`src/rtl/branch_predict_unit.sv`:
```
// Branch prediction unit: direct-mapped BTB with saturating direction counters,
// single-cycle resolve/redirect in Execute, and branch/mispredict statistics.
module branch_predict_unit #(
    parameter int PC_W    = 9,
    parameter int ENTRIES = 16,
    parameter int CNT_W   = 2,
    parameter int STAT_W  = 16
) (
    input  logic              clk,
    input  logic              reset,
    input  logic [PC_W-1:0]   F_PC,
    output logic              F_PredTaken,
    output logic [31:0]       F_PredTarget,
    input  logic              E_Valid,
    input  logic [PC_W-1:0]   E_PC,
    input  logic [31:0]       E_Imm,
    input  logic              E_Branch,
    input  logic              E_Jal,
    input  logic              E_Jalr,
    input  logic [31:0]       E_AluResult,
    input  logic              E_PredTaken,
    input  logic [31:0]       E_PredTarget,
    output logic [31:0]       PC_Imm,
    output logic [31:0]       PC_Four,
    output logic [31:0]       BrPC,
    output logic              PcSel,
    output logic [STAT_W-1:0] BrCount,
    output logic [STAT_W-1:0] MissCount
);
    localparam int IDX_W = $clog2(ENTRIES);
    localparam int TAG_W = PC_W - IDX_W - 2;
    localparam logic [CNT_W-1:0] CNT_MAX   = '1;
    localparam logic [CNT_W-1:0] CNT_INIT  = CNT_MAX >> 1;
    localparam logic [CNT_W-1:0] CNT_ALLOC = CNT_INIT + 1'b1;

    logic             valid_q  [ENTRIES];
    logic             valid_d  [ENTRIES];
    logic [TAG_W-1:0] tag_q    [ENTRIES];
    logic [TAG_W-1:0] tag_d    [ENTRIES];
    logic [PC_W-1:0]  target_q [ENTRIES];
    logic [PC_W-1:0]  target_d [ENTRIES];
    logic [CNT_W-1:0] cnt_q    [ENTRIES];
    logic [CNT_W-1:0] cnt_d    [ENTRIES];
    logic [STAT_W-1:0] br_count_q, br_count_d;
    logic [STAT_W-1:0] miss_count_q, miss_count_d;

    // Fetch lookup; the two byte-offset bits of the PC never select an entry.
    logic [IDX_W-1:0] f_idx;
    logic [TAG_W-1:0] f_tag;
    logic             f_hit;
    logic [1:0]       unused_f_pc;

    assign f_idx        = F_PC[IDX_W+1:2];
    assign f_tag        = F_PC[PC_W-1:IDX_W+2];
    assign unused_f_pc  = F_PC[1:0];
    assign f_hit        = valid_q[f_idx] && (tag_q[f_idx] == f_tag);
    assign F_PredTaken  = f_hit & cnt_q[f_idx][CNT_W-1];
    assign F_PredTarget = F_PredTaken ? {{(32-PC_W){1'b0}}, target_q[f_idx]} : 32'd0;

    // Execute resolve
    logic [31:0]      pc_ext;
    logic [31:0]      e_tgt;
    logic             e_ctl;
    logic             e_taken;
    logic             e_mispredict;
    logic [IDX_W-1:0] e_idx;
    logic [TAG_W-1:0] e_tag;
    logic             e_hit;

    assign pc_ext    = {{(32-PC_W){1'b0}}, E_PC};
    assign PC_Imm    = pc_ext + E_Imm;
    assign PC_Four   = pc_ext + 32'd4;
    assign e_ctl     = E_Valid & (E_Branch | E_Jal | E_Jalr);
    assign e_taken   = E_Jal | E_Jalr | (E_Branch & E_AluResult[0]);
    assign e_tgt     = E_Jalr ? {E_AluResult[31:1], 1'b0} : PC_Imm;
    // A predicted-taken non-control instruction is an alias hit and must be undone.
    assign e_mispredict = E_Valid & ((e_ctl & e_taken)
                          ? (!E_PredTaken | (E_PredTarget != e_tgt))
                          : E_PredTaken);
    assign PcSel     = e_mispredict;
    assign BrPC      = e_mispredict ? (e_taken ? e_tgt : PC_Four) : 32'd0;

    assign e_idx     = E_PC[IDX_W+1:2];
    assign e_tag     = E_PC[PC_W-1:IDX_W+2];
    assign e_hit     = valid_q[e_idx] && (tag_q[e_idx] == e_tag);

    always_comb begin
        for (int i = 0; i < ENTRIES; i++) begin
            valid_d[i]  = valid_q[i];
            tag_d[i]    = tag_q[i];
            target_d[i] = target_q[i];
            cnt_d[i]    = cnt_q[i];
        end
        br_count_d   = br_count_q;
        miss_count_d = miss_count_q;

        if (e_ctl) begin
            if (e_hit) begin
                if (e_taken) begin
                    if (cnt_q[e_idx] != CNT_MAX) cnt_d[e_idx] = cnt_q[e_idx] + 1'b1;
                    target_d[e_idx] = e_tgt[PC_W-1:0];
                end else if (cnt_q[e_idx] != '0) begin
                    cnt_d[e_idx] = cnt_q[e_idx] - 1'b1;
                end
            end else if (e_taken) begin
                valid_d[e_idx]  = 1'b1;
                tag_d[e_idx]    = e_tag;
                target_d[e_idx] = e_tgt[PC_W-1:0];
                cnt_d[e_idx]    = CNT_ALLOC;
            end
            if (br_count_q != '1) br_count_d = br_count_q + 1'b1;
        end else if (E_Valid && E_PredTaken) begin
            valid_d[e_idx] = 1'b0;
        end

        if (e_mispredict && (miss_count_q != '1)) miss_count_d = miss_count_q + 1'b1;
    end

    always_ff @(posedge clk) begin
        if (reset) begin
            for (int i = 0; i < ENTRIES; i++) begin
                valid_q[i]  <= 1'b0;
                tag_q[i]    <= '0;
                target_q[i] <= '0;
                cnt_q[i]    <= CNT_INIT;
            end
            br_count_q   <= '0;
            miss_count_q <= '0;
        end else begin
            for (int i = 0; i < ENTRIES; i++) begin
                valid_q[i]  <= valid_d[i];
                tag_q[i]    <= tag_d[i];
                target_q[i] <= target_d[i];
                cnt_q[i]    <= cnt_d[i];
            end
            br_count_q   <= br_count_d;
            miss_count_q <= miss_count_d;
        end
    end

    assign BrCount   = br_count_q;
    assign MissCount = miss_count_q;
endmodule

```
`config.mk`:
```
export PLATFORM = sky130hd
export DESIGN_NAME = branch_predict_unit
export DESIGN_NICKNAME = d
export VERILOG_FILES = /design/src/rtl/branch_predict_unit.sv
export SDC_FILE = /design/constraint.sdc
export NUM_CORES = 1
export LEC_CHECK = 0
export BUFFER_PORTS_ARGS = -buffer_cell sky130_fd_sc_hd__clkbuf_2
export CORE_MARGIN = 1.5
export CORE_UTILIZATION = 46
export CTS_CLUSTER_DIAMETER = 120
export CTS_CLUSTER_SIZE = 30
export DETAILED_ROUTE_END_ITERATION = 10
export PLACE_DENSITY_LB_ADDON = 0.08
export SLEW_MARGIN = 20
export SYNTH_ARGS = -nofsm -noshare
export SYNTH_HDL_FRONTEND = slang
export SYNTH_SLANG_ARGS = --single-unit
```
`constraint.sdc`:
```
create_clock -name clk -period 5.4 [get_ports clk]
set_clock_uncertainty 0.15 [all_clocks]
set_input_delay 0.81 -clock clk [delete_from_list [all_inputs] [get_ports clk]]
set_output_delay 0.81 -clock clk [all_outputs]
set_load 0.005 [all_outputs]
```
==> key figures, run 1 <==
Run status
  – Outcome: finished clean

Logic synthesis
  – Sequential share of the synthesized area: between 30% and 40%
  – Post-synth top area cell: dfxtp_1
  – Fraction of registers with async set/reset: 0%
  – Prevailing post-synth register cell: dfxtp_1
  – YS warnings: 0
  – Post-synth top area share: between 30 and 40%
  – Syn avg cell area: approximately 8.9 µm²
  – Synthesized area: between 15000 and 20000 µm²
  – Synth top area cells: dfxtp_1, mux4_2, nor2_1, a211oi_1, mux2i_1
  – Number of synthesized flops with an enable pin: 0
  – Synthesis-stage register bit count: around 270
  – Netlist cell types: 85
  – Gate Count Post-Synth: 1828

Clock network
  – Clock Pin Slew Worst Setup and Hold Paths: 0.11 ns
  – Sink Count: roughly 270
  – CTS tree: done
  – CTS Root Buffer Type: clkbuf_16
  – H-tree Lvls: 1
  – Worst skew pair latency: 0.50 ns
  – Maximum clock path buffer count: 3
  – Post-CTS Hold Fix Bufs: 0
  – Inserted Clock Buffers: 13

GRT
  – First-pass GRT wire length: 76.9 mm
  – Initial antenna violation count: 2
  – Total track usage: a little over a quarter
  – Grt ovf: 0
  – Vias in the first global route: 13100
  – Largest net degree at the start of global routing: 116

Setup path
  – Critical Path Sink Type: output port
  – Required @ worst endpoint: about 4.4 ns
  – Crit path max fanout: 32
  – Crit Path Class: input pin to output port
  – Arrival time at the worst endpoint: 4.32 ns
  – Worst setup SP type: input pin

STA
  – Fmax achieved: between 150 and 200 MHz
  – Min cycle time layout: 5.28 ns
  – Fin. Hold Viols: 0
  – Final Setup Violations: 0
  – WHS: between 0.3 and 0.4 ns
  – Slew HR: ~30%
  – Tightest Pin Transition: ~1.1 ns
  – Max-slew violation count: 0
  – Period Utilization, post-route: 97.8%
  – Worst setup margin: around 0.12 ns

Floorplan
  – Boundary pin count: roughly 280
  – Die H: between 150 and 200 µm
  – Die width: 191 µm
  – Full die area: 36500 µm²
  – Starting Density: 46.9%
  – Core Area: approximately 35000 µm²
  – # rows: 68

Routing
  – WL/cell: ~20 µm
  – Antenna viol nets, final: 0
  – Vias: between 10000 and 15000
  – Vias per std cell: 5.79
  – WL final: 50.4 mm
  – DRC viols: 0
  – DR pass1 iterations: 7
  – Detailed Route Iter0 Violations: 1054

Placement
  – Placed cell area: ~18000 µm²
  – Final HPWL from detailed placement: about 37 mm
  – Port bufs: approximately 240
  – Final Wtd Congestion: 0.958
  – Pre-CTS setup slack: -0.0617 ns

Cells and area
  – Area grow syn2layout: 12.7%
  – Most common cell after layout, fill and taps aside: dfxtp_1
  – Design area: between 15000 and 20000 µm²
  – Commonest non-fill, non-tap cells in the layout: dfxtp_1, nor2_1, clkbuf_2, a211oi_1, nand2_1
  – Fill cells: ~3300
  – Layout Nets: ~2100
  – Layout cells sized above 1: about a quarter

Power
  – Power density over the cells: between 200 and 250 nW/µm²
  – Max IR drop VDD: 0.158 mV
  – Pwr Total: around 0.0041 W
  – Leakage power: 6.73 nW

Run
  – Max-cap violations: 0

Hold path
  – Worst Hold Class: flop to flop
report_power, final:
group / switching, W / internal [W]
logic: 0.000516 / 0.000323
clock network: 0.000666 / 0.000515
registers: 0.0000214 / 0.00204
total: 0.00120 / 0.00288
layout make-up:
class	instances	area [µm²]	area share, %
Clock buffer	14	339	1.85
Tap cell	455	569	3.10
Multi-Input combinational cell	1352	9890	53.9
Timing Repair Buffer	325	1900	10.4
Sequential cell	272	5450	29.7
Antenna cell	2	5.00	0.0273
Inverter	38	143	0.777
Clock inverter	2	60.1	0.327
registers in the layout (all words and copies together) (netlist names), named ones only:
register and count:
target_q 144, tag_q 48, cnt_q 32, BrCount 16, MissCount 16
critical path, cell delays in order:
cell and delay [ns]:
clkbuf_2 0.09, ha_1 0.23, fa_2 0.40, a211oi_2 0.21, buf_4 0.18, o21ai_1 0.08, a21boi_1 0.30, xnor2_2 0.15
xor2_1 0.16, o41a_1 0.47, nor4_2 0.33, nor4b_4 0.26, nand2b_4 0.20, buf_12 0.19, nor3b_1 0.08, clkbuf_2 0.15
per-layer routing:
layer | part of all wire (%) | global-route usage (%)
met1 | 44 | 37.6
met2 | 47 | 43.8
met3 | 5.7 | 3.76
met4 | 3.1 | 8.05
met5 | 0 | 0
Yosys cell counts, types with 4 or more instances:
cell type / n
a31oi_1: 4
dfxtp_1: 272
mux4_2: 95
or4_1: 6
a211oi_1: 127
nor3b_1: 12
o21ai_0: 81
and4_1: 9
or2_2: 6
o211ai_1: 7
xor2_1: 40
nor2_1: 269
a2111oi_2: 4
mux2_2: 4
inv_1: 35
nor4_1: 16
o21ai_1: 16
clkbuf_1: 111
nor2b_1: 16
buf_4: 57
nor4b_1: 7
nand3_1: 79
or3_1: 12
nand4_1: 24
a211o_1: 6
and2_1: 32
xnor2_1: 46
ha_1: 17
nand2b_1: 8
a21o_1: 4
nand3b_1: 5
nor3_1: 36
a21oi_1: 71
o22ai_1: 6
and3_1: 11
buf_2: 29
mux2i_1: 68
o31ai_1: 5
buf_1: 10
nand2_1: 96
cell families (layout without fill, tap and decap cells):
| group | count (synthesis) | after routing | share of synthesized area, % |
|---|---|---|---|
| and+or+nand+nor | 654 | 654 | 19.3 |
| AOI/OAI and AO/OA | 374 | 374 | 15.4 |
| adders and majority gates | 18 | 18 | 1.43 |
| DFF | 272 | 272 | 33.4 |
| xor gates and xnor gates | 87 | 87 | 4.76 |
| buffers and inverters | 248 | 379 | 7.39 |
| other | 1 | 47 | 0.0230 |
| muxes | 174 | 174 | 18.2 |
through the flow:
stage	TNS, ns	utilization [%]	cells
2_1_floorplan	0	-	1872
5_1_grt	-0.0606	52.9	2460
3_3_place_gp	0	51.5	2441
6_report	0	52.9	2460
3_5_place_dp	-0.964	51.5	2441
4_1_cts	0	52.6	2457
final timing paths:
path                            cells after the start                        start                           to  slack, ns
worst min register to register                      2  target_q[5][0]$_SDFFE_PP0P_  target_q[5][0]$_SDFFE_PP0P_       0.32
worst min-delay path                                2  target_q[5][0]$_SDFFE_PP0P_  target_q[5][0]$_SDFFE_PP0P_       0.32
worst max register to register                      9     tag_q[3][1]$_SDFFE_PP0P_     cnt_q[7][1]$_SDFFE_PP0P_       1.99
worst max-delay path                               16                      E_PC[0]                     BrPC[30]       0.12
repair_timing:
item	4_1_cts	5_1_grt
endpoints found under the setup margin	31	33
setup buffers	0	1
pin swaps	0	3
gates resized for setup	3	12
(Power assumes the default switching activity.)
==> run 2: changes to the inputs <==
--- a/config.mk
+++ b/config.mk
@@ -7,12 +7,13 @@
 export LEC_CHECK = 0
 export BUFFER_PORTS_ARGS = -buffer_cell sky130_fd_sc_hd__clkbuf_2
 export CORE_MARGIN = 1.5
-export CORE_UTILIZATION = 46
+export CORE_UTILIZATION = 57
 export CTS_CLUSTER_DIAMETER = 120
 export CTS_CLUSTER_SIZE = 30
 export DETAILED_ROUTE_END_ITERATION = 10
-export PLACE_DENSITY_LB_ADDON = 0.08
+export PLACE_DENSITY = 0.81
 export SLEW_MARGIN = 20
 export SYNTH_ARGS = -nofsm -noshare
 export SYNTH_HDL_FRONTEND = slang
 export SYNTH_SLANG_ARGS = --single-unit
+export TNS_END_PERCENT = 50
==> run 2 against run 1 <==
Against the previous run: hold slack barely moved; combinational power up 0.6%; fmax shrank 0.91%; design area is 0.76% lower; non-clock buffer count is 2 lower; critical endpoint is now BrPC[4]; largest power group unchanged; highest routed layer is now met5.
==> key figures, run 2 (synthesis gave the netlist of run 1 again) <==
Run status
  – Outcome: finished clean

Setup path
  – Required @ worst endpoint: 4.44 ns (about the same)
  – Worst Path Buf+Inv: 5 (+1)
  – Crit-path cells: clkbuf_2 -> ha_1 -> fa_1 -> a211oi_2 -> buf_4 -> nor3_4 -> o21ai_0 -> buf_4 -> mux2_2 -> a41o_1 -> nand3_1 -> nor4_2 -> nor4b_4 -> nand2b_4 -> buf_12 -> a211oi_1 -> clkbuf_2
  – Crit path max fanout: 17 (-47%)
  – Worst setup SP type: input pin
  – Crit Path Class: input pin to output port
  – Slowest stage delay, CP: 0.44 ns (-0.03 ns)
  – Worst path top cell family by delay: compound AO/OA/AOI/OAI gates
  – Slowest CP cell: fa_1
  – Critical Path Sink Type: output port
  – Arrival time at the worst endpoint: 4.37 ns (+0.05 ns)

Cells and area
  – Top flop regs: target_q x144, tag_q x48, cnt_q x32
  – Most flop-heavy register: target_q
  – Final core utilization: 65.2% (+12 points)
  – Commonest non-fill, non-tap cells in the layout: dfxtp_1, nor2_1, clkbuf_2, a211oi_1, nand2_1
  – FF+latch area: 5450 µm² (unchanged)
  – Post-Layout Cell Count: 2379 (-3.3%)
  – Layout Nets: 2139 (-0.093%)
  – Area taken by multi-input logic gates: 9900 µm² (+0.10%)
  – Fill cells: 2337 (-29%)
  – Layout cells sized above 1: 24.2% (-0.16 points)
  – Max FFs per register: 144 (unchanged)
  – Most common cell after layout, fill and taps aside: dfxtp_1
  – Area grow syn2layout: 11.8%

STA
  – Max-slew violation count: 0 (unchanged)
  – Fmax achieved: 188 MHz (-0.91%)
  – Period Utilization, post-route: 98.7% (+0.90 points)
  – Tightest Pin Transition: 0.981 ns (-0.0692 ns)
  – WHS: 0.315 ns (-0.0000770 ns)
  – Min cycle time layout: 5.33 ns (+0.0484 ns)
  – Final Setup Violations: 0 (unchanged)
  – Slew HR: 34.6% (+4.6 points)
  – Fin. Hold Viols: 0 (unchanged)

Clock network
  – H-tree Lvls: 1 (unchanged)
  – Worst skew pair latency: 0.51 ns (about the same)
  – Sink Count: 272 (unchanged)
  – Clock Pin Slew Worst Setup and Hold Paths: 0.12 ns (about the same)
  – Post-CTS Hold Fix Bufs: 0 (unchanged)
  – Setup Fix Bufs, Post-CTS: 0 (unchanged)
  – Maximum clock path buffer count: 3 (unchanged)
  – CTS tree: done
  – CTS Root Buffer Type: clkbuf_16
  – Inserted Clock Buffers: 13 (unchanged)

Routing
  – Vias per std cell: 6.20 (+7.1%)
  – DRC viols: 0 (unchanged)
  – WL/cell: 20.8 µm (+1.7%)
  – WL final: 49.6 mm (-1.7%)
  – Vias: 14800 (+3.5%)
  – DR pass1 iterations: 6 (-1)
  – Antenna viol nets, final: 0 (unchanged)
  – Detailed Route Iter0 Violations: 1806 (+71%)

Power
  – Max IR drop VDD: 0.214 mV (+35%)
  – Power density over the cells: 221 nW/µm² (-0.83%)
  – Leakage power: 6.70 nW (-0.36%)

Floorplan
  – Starting Density: 58.3% (+11 points)
  – Die width: 172 µm (-10%)
  – Boundary pin count: 283 (unchanged)
  – Die H: 172 µm (-10%)
  – Core Area: 27900 µm² (-20%)
  – Full die area: 29600 µm² (-19%)
  – # rows: 61 (-10%)

GRT
  – First-pass GRT wire length: 75.8 mm (-1.4%)
  – Vias in the first global route: 13900 (+6.4%)
  – Initial antenna violation count: 2 (unchanged)
  – Grt ovf: 0 (unchanged)
  – Total track usage: 33.0% (+5.9 points)
  – Largest net degree at the start of global routing: 110 (-5.2%)

Placement
  – Number of instances in the placed design: 2362 (-3.2%)
  – Port bufs: 235 (unchanged)
  – Final Wtd Congestion: 1.02 (+6.2%)
  – Final HPWL from detailed placement: 36.5 mm (-2.1%)

Run
  – Max-cap violations: 0 (unchanged)

Hold path
  – Worst Hold Class: flop to flop
-- run 2: worst paths after layout --
check	to	cells past startpoint	slack (ns)	startpoint
setup / recovery	BrPC[4]	17	0.07	E_PC[0]
hold / removal	target_q[5][0]$_SDFFE_PP0P_	2	0.32	target_q[5][0]$_SDFFE_PP0P_
setup reg to reg	cnt_q[5][0]$_SDFFE_PP1P_	9	2.29	tag_q[3][0]$_SDFFE_PP0P_
hold reg to reg	target_q[5][0]$_SDFFE_PP0P_	2	0.32	target_q[5][0]$_SDFFE_PP0P_
-- run 2: through the flow --
step           power (W)  worst slack, ns  TNS [ns]  area [µm²]
2_1_floorplan    0.00262            0.540         0       16400
3_5_place_dp     0.00291          -0.0119   -0.0119       17700
5_1_grt          0.00416          -0.0106   -0.0124       18200
4_1_cts          0.00400          0.00472         0       18100
6_report         0.00402           0.0682         0       18200
3_3_place_gp     0.00290           0.0358         0       17700
-- run 2: final cells by class --
cell class              count  area share (%)
clock inverters             1           0.165
diodes                      1          0.0137
clock buffers              14            1.81
repair buffers            323            10.4
flip-flops and latches    272            29.9
well taps                 378            2.60
multi-input cells        1352            54.3
inverters                  38           0.783
-- run 2: metal layers --
metal	vias up	track usage (%)	routed length (µm)
met5	-	0	13
met4	2	11.3	1930
met3	122	5.31	4200
met2	705	53.3	22800
met1	7046	44.9	20600
li1	6876	-	-
-- run 2: power breakdown --
group | leakage (nW) | total [W] | internal (W) | switching [W]
Combinational | 4.33 | 0.000844 | 0.000324 | 0.000520
Sequential | 2.20 | 0.00206 | 0.00204 | 0.0000223
Clock | 0.173 | 0.00111 | 0.000453 | 0.000658
-- run 2: timing repair --
| action | 4_1_cts | 5_1_grt |
|---|---|---|
| setup endpoints to repair | 3 | 33 |
| pin swaps | 0 | 3 |
| gates cloned | 0 | 1 |
| gates resized for setup | 1 | 18 |
-- run 2: worst reg2reg max path, stage by stage, from the launching register on --
cell	delay [ns]
dfxtp_1	0.33
mux4_2	0.49
mux4_2	0.50
xnor2_1	0.15
nand4_1	0.31
o41ai_2	0.38
buf_4	0.26
nand3_1	0.19
o21ai_0	0.14
o21ai_0	0.10
==> run 3: changes to the inputs <==
--- a/config.mk
+++ b/config.mk
@@ -5,6 +5,7 @@
 export SDC_FILE = /design/constraint.sdc
 export NUM_CORES = 1
 export LEC_CHECK = 0
+export ABC_AREA = 1
 export BUFFER_PORTS_ARGS = -buffer_cell sky130_fd_sc_hd__clkbuf_2
 export CORE_MARGIN = 1.5
 export CORE_UTILIZATION = 57
==> run 3 against run 2 <==
Against the previous run: sequential share of layout area fell by 0.60 points; via count rose by 27%; fmax rose by 4.0%; synthesized cell count increased by 52%; global-route usage is 1.4 points higher; critical path depth is 7 higher; synthesized area up 4.7%; power up 1.1%; non-clock buffer count decreased by 49; combinational power increased by 3.4%; register-to-register slack improved by 0.15 ns; largest power group unchanged.
==> key figures, run 3 <==
Cells and area
  – Post-Layout Cell Count: 3311 (+39%)
  – Most common cell after layout, fill and taps aside: nand2_1
  – Area grow syn2layout: 9.00%
  – Max FFs per register: 144 (unchanged)
  – Commonest non-fill, non-tap cells in the layout: nand2_1, inv_1, o21ai_0, a21oi_1, dfxtp_1
  – Most flop-heavy register: target_q
  – Layout cells sized above 1: 11.4% (-13 points)
  – Diodes inserted: 0 (-1)
  – Layout Nets: 3061 (+43%)
  – Top flop regs: target_q x144, tag_q x48, cnt_q x32

Logic synthesis
  – Synth top cells by count: nand2_1, inv_1, o21ai_0, a21oi_1, dfxtp_1
  – Main combinational cell family by area after synthesis: simple AND/OR/NAND/NOR gates
  – Count leader, synth: nand2_1
  – Fraction of registers with async set/reset: 0% (unchanged)
  – Adder-Cell Fraction of Synth Area: 1.36% (-0.064 points)
  – Compound-cell area share of the yosys netlist: 23.3% (+7.9 points)
  – Netlist cell types: 53 (-38%)
  – Mux cell area share after synthesis: 0% (-18 points)
  – Syn avg cell area: 6.14 µm² (-31%)
  – Synthesis-stage register bit count: 272 (unchanged)
  – Synth Area in Simple Gates: 27.8% (+8.5 points)
  – Gate Count Post-Synth: 2777 (+52%)
  – Post-synth top area cell: dfxtp_1
  – YS warnings: 0 (unchanged)
  – Synthesized area: 17100 µm² (+4.7%)
  – Xor and xnor area share after synthesis: 0.411% (-4.4 points)
  – Number of synthesized flops with an enable pin: 0 (unchanged)
  – Prevailing post-synth register cell: dfxtp_1
  – Post-synth top area share: 31.9% (-1.5 points)
  – Synth top area cells: dfxtp_1, nand2_1, o21ai_0, inv_1, a21oi_1
  – Sequential share of the synthesized area: 31.9% (-1.5 points)

Setup path
  – Worst setup SP type: input pin
  – Required @ worst endpoint: 4.44 ns (about the same)
  – Crit path max fanout: 22 (+5)
  – Arrival time at the worst endpoint: 4.17 ns (-0.20 ns)
  – Crit path to: BrPC[10]
  – Critical R2R Capture: cnt_q[5][0]$_SDFFE_PP1P_
  – RR Startpoint: tag_q[13][2]$_SDFFE_PP0P_
  – Critical Path Start: E_PC[0]
  – FF-to-FF path depth: 15 (+6)
  – Crit Path Class: input pin to output port
  – Critical Path Sink Type: output port
  – Worst reg-to-reg setup slack: 2.44 ns (+0.15 ns)

Placement
  – Final Wtd Congestion: 0.972 (-4.4%)
  – Number of instances in the placed design: 3297 (+40%)
  – Port bufs: 235 (unchanged)
  – Final HPWL from detailed placement: 39.6 mm (+8.7%)

STA
  – RSZ-0062 raised after global routing: no
  – Period Utilization, post-route: 95.0% (-3.8 points)
  – WHS: 0.304 ns (-0.0111 ns)
  – Min cycle time layout: 5.13 ns (-0.203 ns)
  – Final Setup Violations: 0 (unchanged)
  – Max-slew violation count: 0 (unchanged)
  – Slew HR: 40.7% (+6.1 points)
  – Tightest Pin Transition: 0.889 ns (-0.0918 ns)
  – Fmax achieved: 195 MHz (+4.0%)
  – TNS Setup: 0 ns (unchanged)
  – Fin. Hold Viols: 0 (unchanged)

Routing
  – DR pass1 iterations: 8 (+2)
  – Antenna viol nets, final: 0 (unchanged)
  – WL/cell: 16.6 µm (-20%)
  – Vias per std cell: 5.68 (-8.5%)
  – WL final: 55.0 mm (+11%)
  – Detailed Route Iter0 Violations: 2021 (+12%)
  – DRC viols: 0 (unchanged)
  – Vias: 18800 (+27%)

Floorplan
  – Core Area: 29600 µm² (+5.8%)
  – Die H: 176 µm (+2.3%)
  – Full die area: 31000 µm² (+4.6%)
  – Starting Density: 57.7% (-0.60 points)
  – # rows: 63 (+3.3%)
  – Die width: 176 µm (+2.3%)
  – Boundary pin count: 283 (unchanged)

GRT
  – Total track usage: 34.4% (+1.4 points)
  – Met2 Use GR: 58.3% (+5.0 points)
  – Grt ovf: 0 (unchanged)
  – Initial antenna violation count: 1 (-1)
  – Met1 Use GR: 44.2% (-0.76 points)
  – First-pass GRT wire length: 86.1 mm (+14%)
  – Largest net degree at the start of global routing: 97 (-12%)
  – Vias in the first global route: 16800 (+21%)
  – Busiest grt layer: met2
  – M3 GR Usage: 5.15% (-0.16 points)

Power
  – Sequential share of power: 51.0% (-0.3 points)
  – Power density over the cells: 219 nW/µm² (-0.94%)
  – Gate power share: 21.5% (+0.5 points)
  – Max IR drop VDD: 0.165 mV (-23%)
  – Clock Power Share: 27.5% (-0.2 points)
  – Int Power: 0.00277 W (-1.5%)
  – Psw: 0.00129 W (+7.2%)
  – Leakage power: 9.07 nW (+35%)
  – Switching Fraction: 31.7% (+1.8 points)

Clock network
  – Maximum clock path buffer count: 3 (unchanged)
  – CTS tree: done
  – Clock Pin Slew Worst Setup and Hold Paths: 0.11 ns (about the same)
  – Sink Count: 272 (unchanged)
  – Inserted Clock Buffers: 13 (unchanged)
  – Post-CTS Hold Fix Bufs: 0 (unchanged)
  – CTS Root Buffer Type: clkbuf_16
  – H-tree Lvls: 1 (unchanged)
  – Post-CTS sizing: 0 (-1)
  – Worst skew pair latency: 0.51 ns (about the same)
  – Setup Fix Bufs, Post-CTS: 0 (unchanged)

Run status
  – Outcome: finished clean

Run
  – Max-cap violations: 0 (unchanged)

Hold path
  – Worst Hold Class: flop to flop
[run 3: changes by cell type after synthesis, moves of 44 or more]
| cell | change |
|---|---|
| nand2_1 | +422 |
| inv_1 | +389 |
| o21ai_0 | +274 |
| a21oi_1 | +238 |
| nand3_1 | +142 |
| a211oi_1 | -118 |
| mux4_2 | -95 |
| mux2i_1 | -68 |
| xnor2_1 | -44 |
[run 3: worst min-delay path by stage]
stage	startpoint	to	slack [ns]	depth (start not counted)
CTS	target_q[5][2]$_SDFFE_PP0P_	target_q[5][2]$_SDFFE_PP0P_	0.31	2
global placement	target_q[6][2]$_SDFFE_PP0P_	target_q[6][2]$_SDFFE_PP0P_	0.28	2
global route	target_q[5][2]$_SDFFE_PP0P_	target_q[5][2]$_SDFFE_PP0P_	0.33	2
detailed placement	target_q[5][2]$_SDFFE_PP0P_	target_q[5][2]$_SDFFE_PP0P_	0.29	2
finish	target_q[13][1]$_SDFFE_PP0P_	target_q[13][1]$_SDFFE_PP0P_	0.30	2
floorplan	target_q[13][1]$_SDFFE_PP0P_	target_q[13][1]$_SDFFE_PP0P_	0.27	2
[run 3: power groups by stage]
stage / combinational [W] / clock, W / sequential (W)
2_1_floorplan: 0.000569 / 0 / 0.00211
3_3_place_gp: 0.000839 / 0 / 0.00211
3_5_place_dp: 0.000855 / 0 / 0.00212
4_1_cts: 0.000858 / 0.00114 / 0.00207
5_1_grt: 0.000963 / 0.00120 / 0.00208
6_report: 0.000873 / 0.00112 / 0.00207
[run 3: final cells by class]
class                   instances  area [µm²]
clock buffers                  13         325
inverters                     435        1640
repair buffers                274        1470
clock inverters                 1        30.0
flip-flops and latches        272        5450
well taps                     390         488
multi-input cells            1926        9190
fillers                      2844       11000
[run 3: routing by layer]
metal | wire length (µm) | part of all wire (%)
met5 | 11 | 0.020
met2 | 26100 | 47
met4 | 1920 | 3.5
met3 | 4640 | 8.4
met1 | 22400 | 41
[run 3: critical path, stage by stage]
cell      delay [ns]
clkbuf_2        0.10
ha_1            0.26
fa_1            0.40
nand2_1         0.11
nand2_1         0.12
nand3_1         0.13
nand2_1         0.13
nand2_1         0.14
nand2_1         0.14
nand2_1         0.12
inv_1           0.06
nand2_1         0.05
nand2_1         0.06
nand3_1         0.09
nand2_1         0.07
nand2_1         0.06
nand2_1         0.04
nor2_1          0.22
nand3_2         0.17
nand2_1         0.14
inv_2           0.06
nand2_2         0.37
nor2_1          0.15
clkbuf_2        0.14
[run 3: stage by stage]
stage / power (W) / worst slack [ns] / util (%) / area, µm²
floorplan: 0.00268 / 1.33 / - / 17200
global route: 0.00424 / 0.0535 / 62.9 / 18600
global placement: 0.00295 / 0.368 / 61.7 / 18200
finish: 0.00406 / 0.271 / 62.9 / 18600
detailed placement: 0.00297 / 0.282 / 61.7 / 18200
CTS: 0.00407 / 0.277 / 62.9 / 18600
[run 3: cell families after synthesis]
family	after synthesis
other	1
adder cells (fa/ha/maj)	18
XOR/XNOR	8
AND/OR/NAND/NOR	1104
buffers and inverters	623
flip-flops	272
AO/OA/AOI/OAI	751
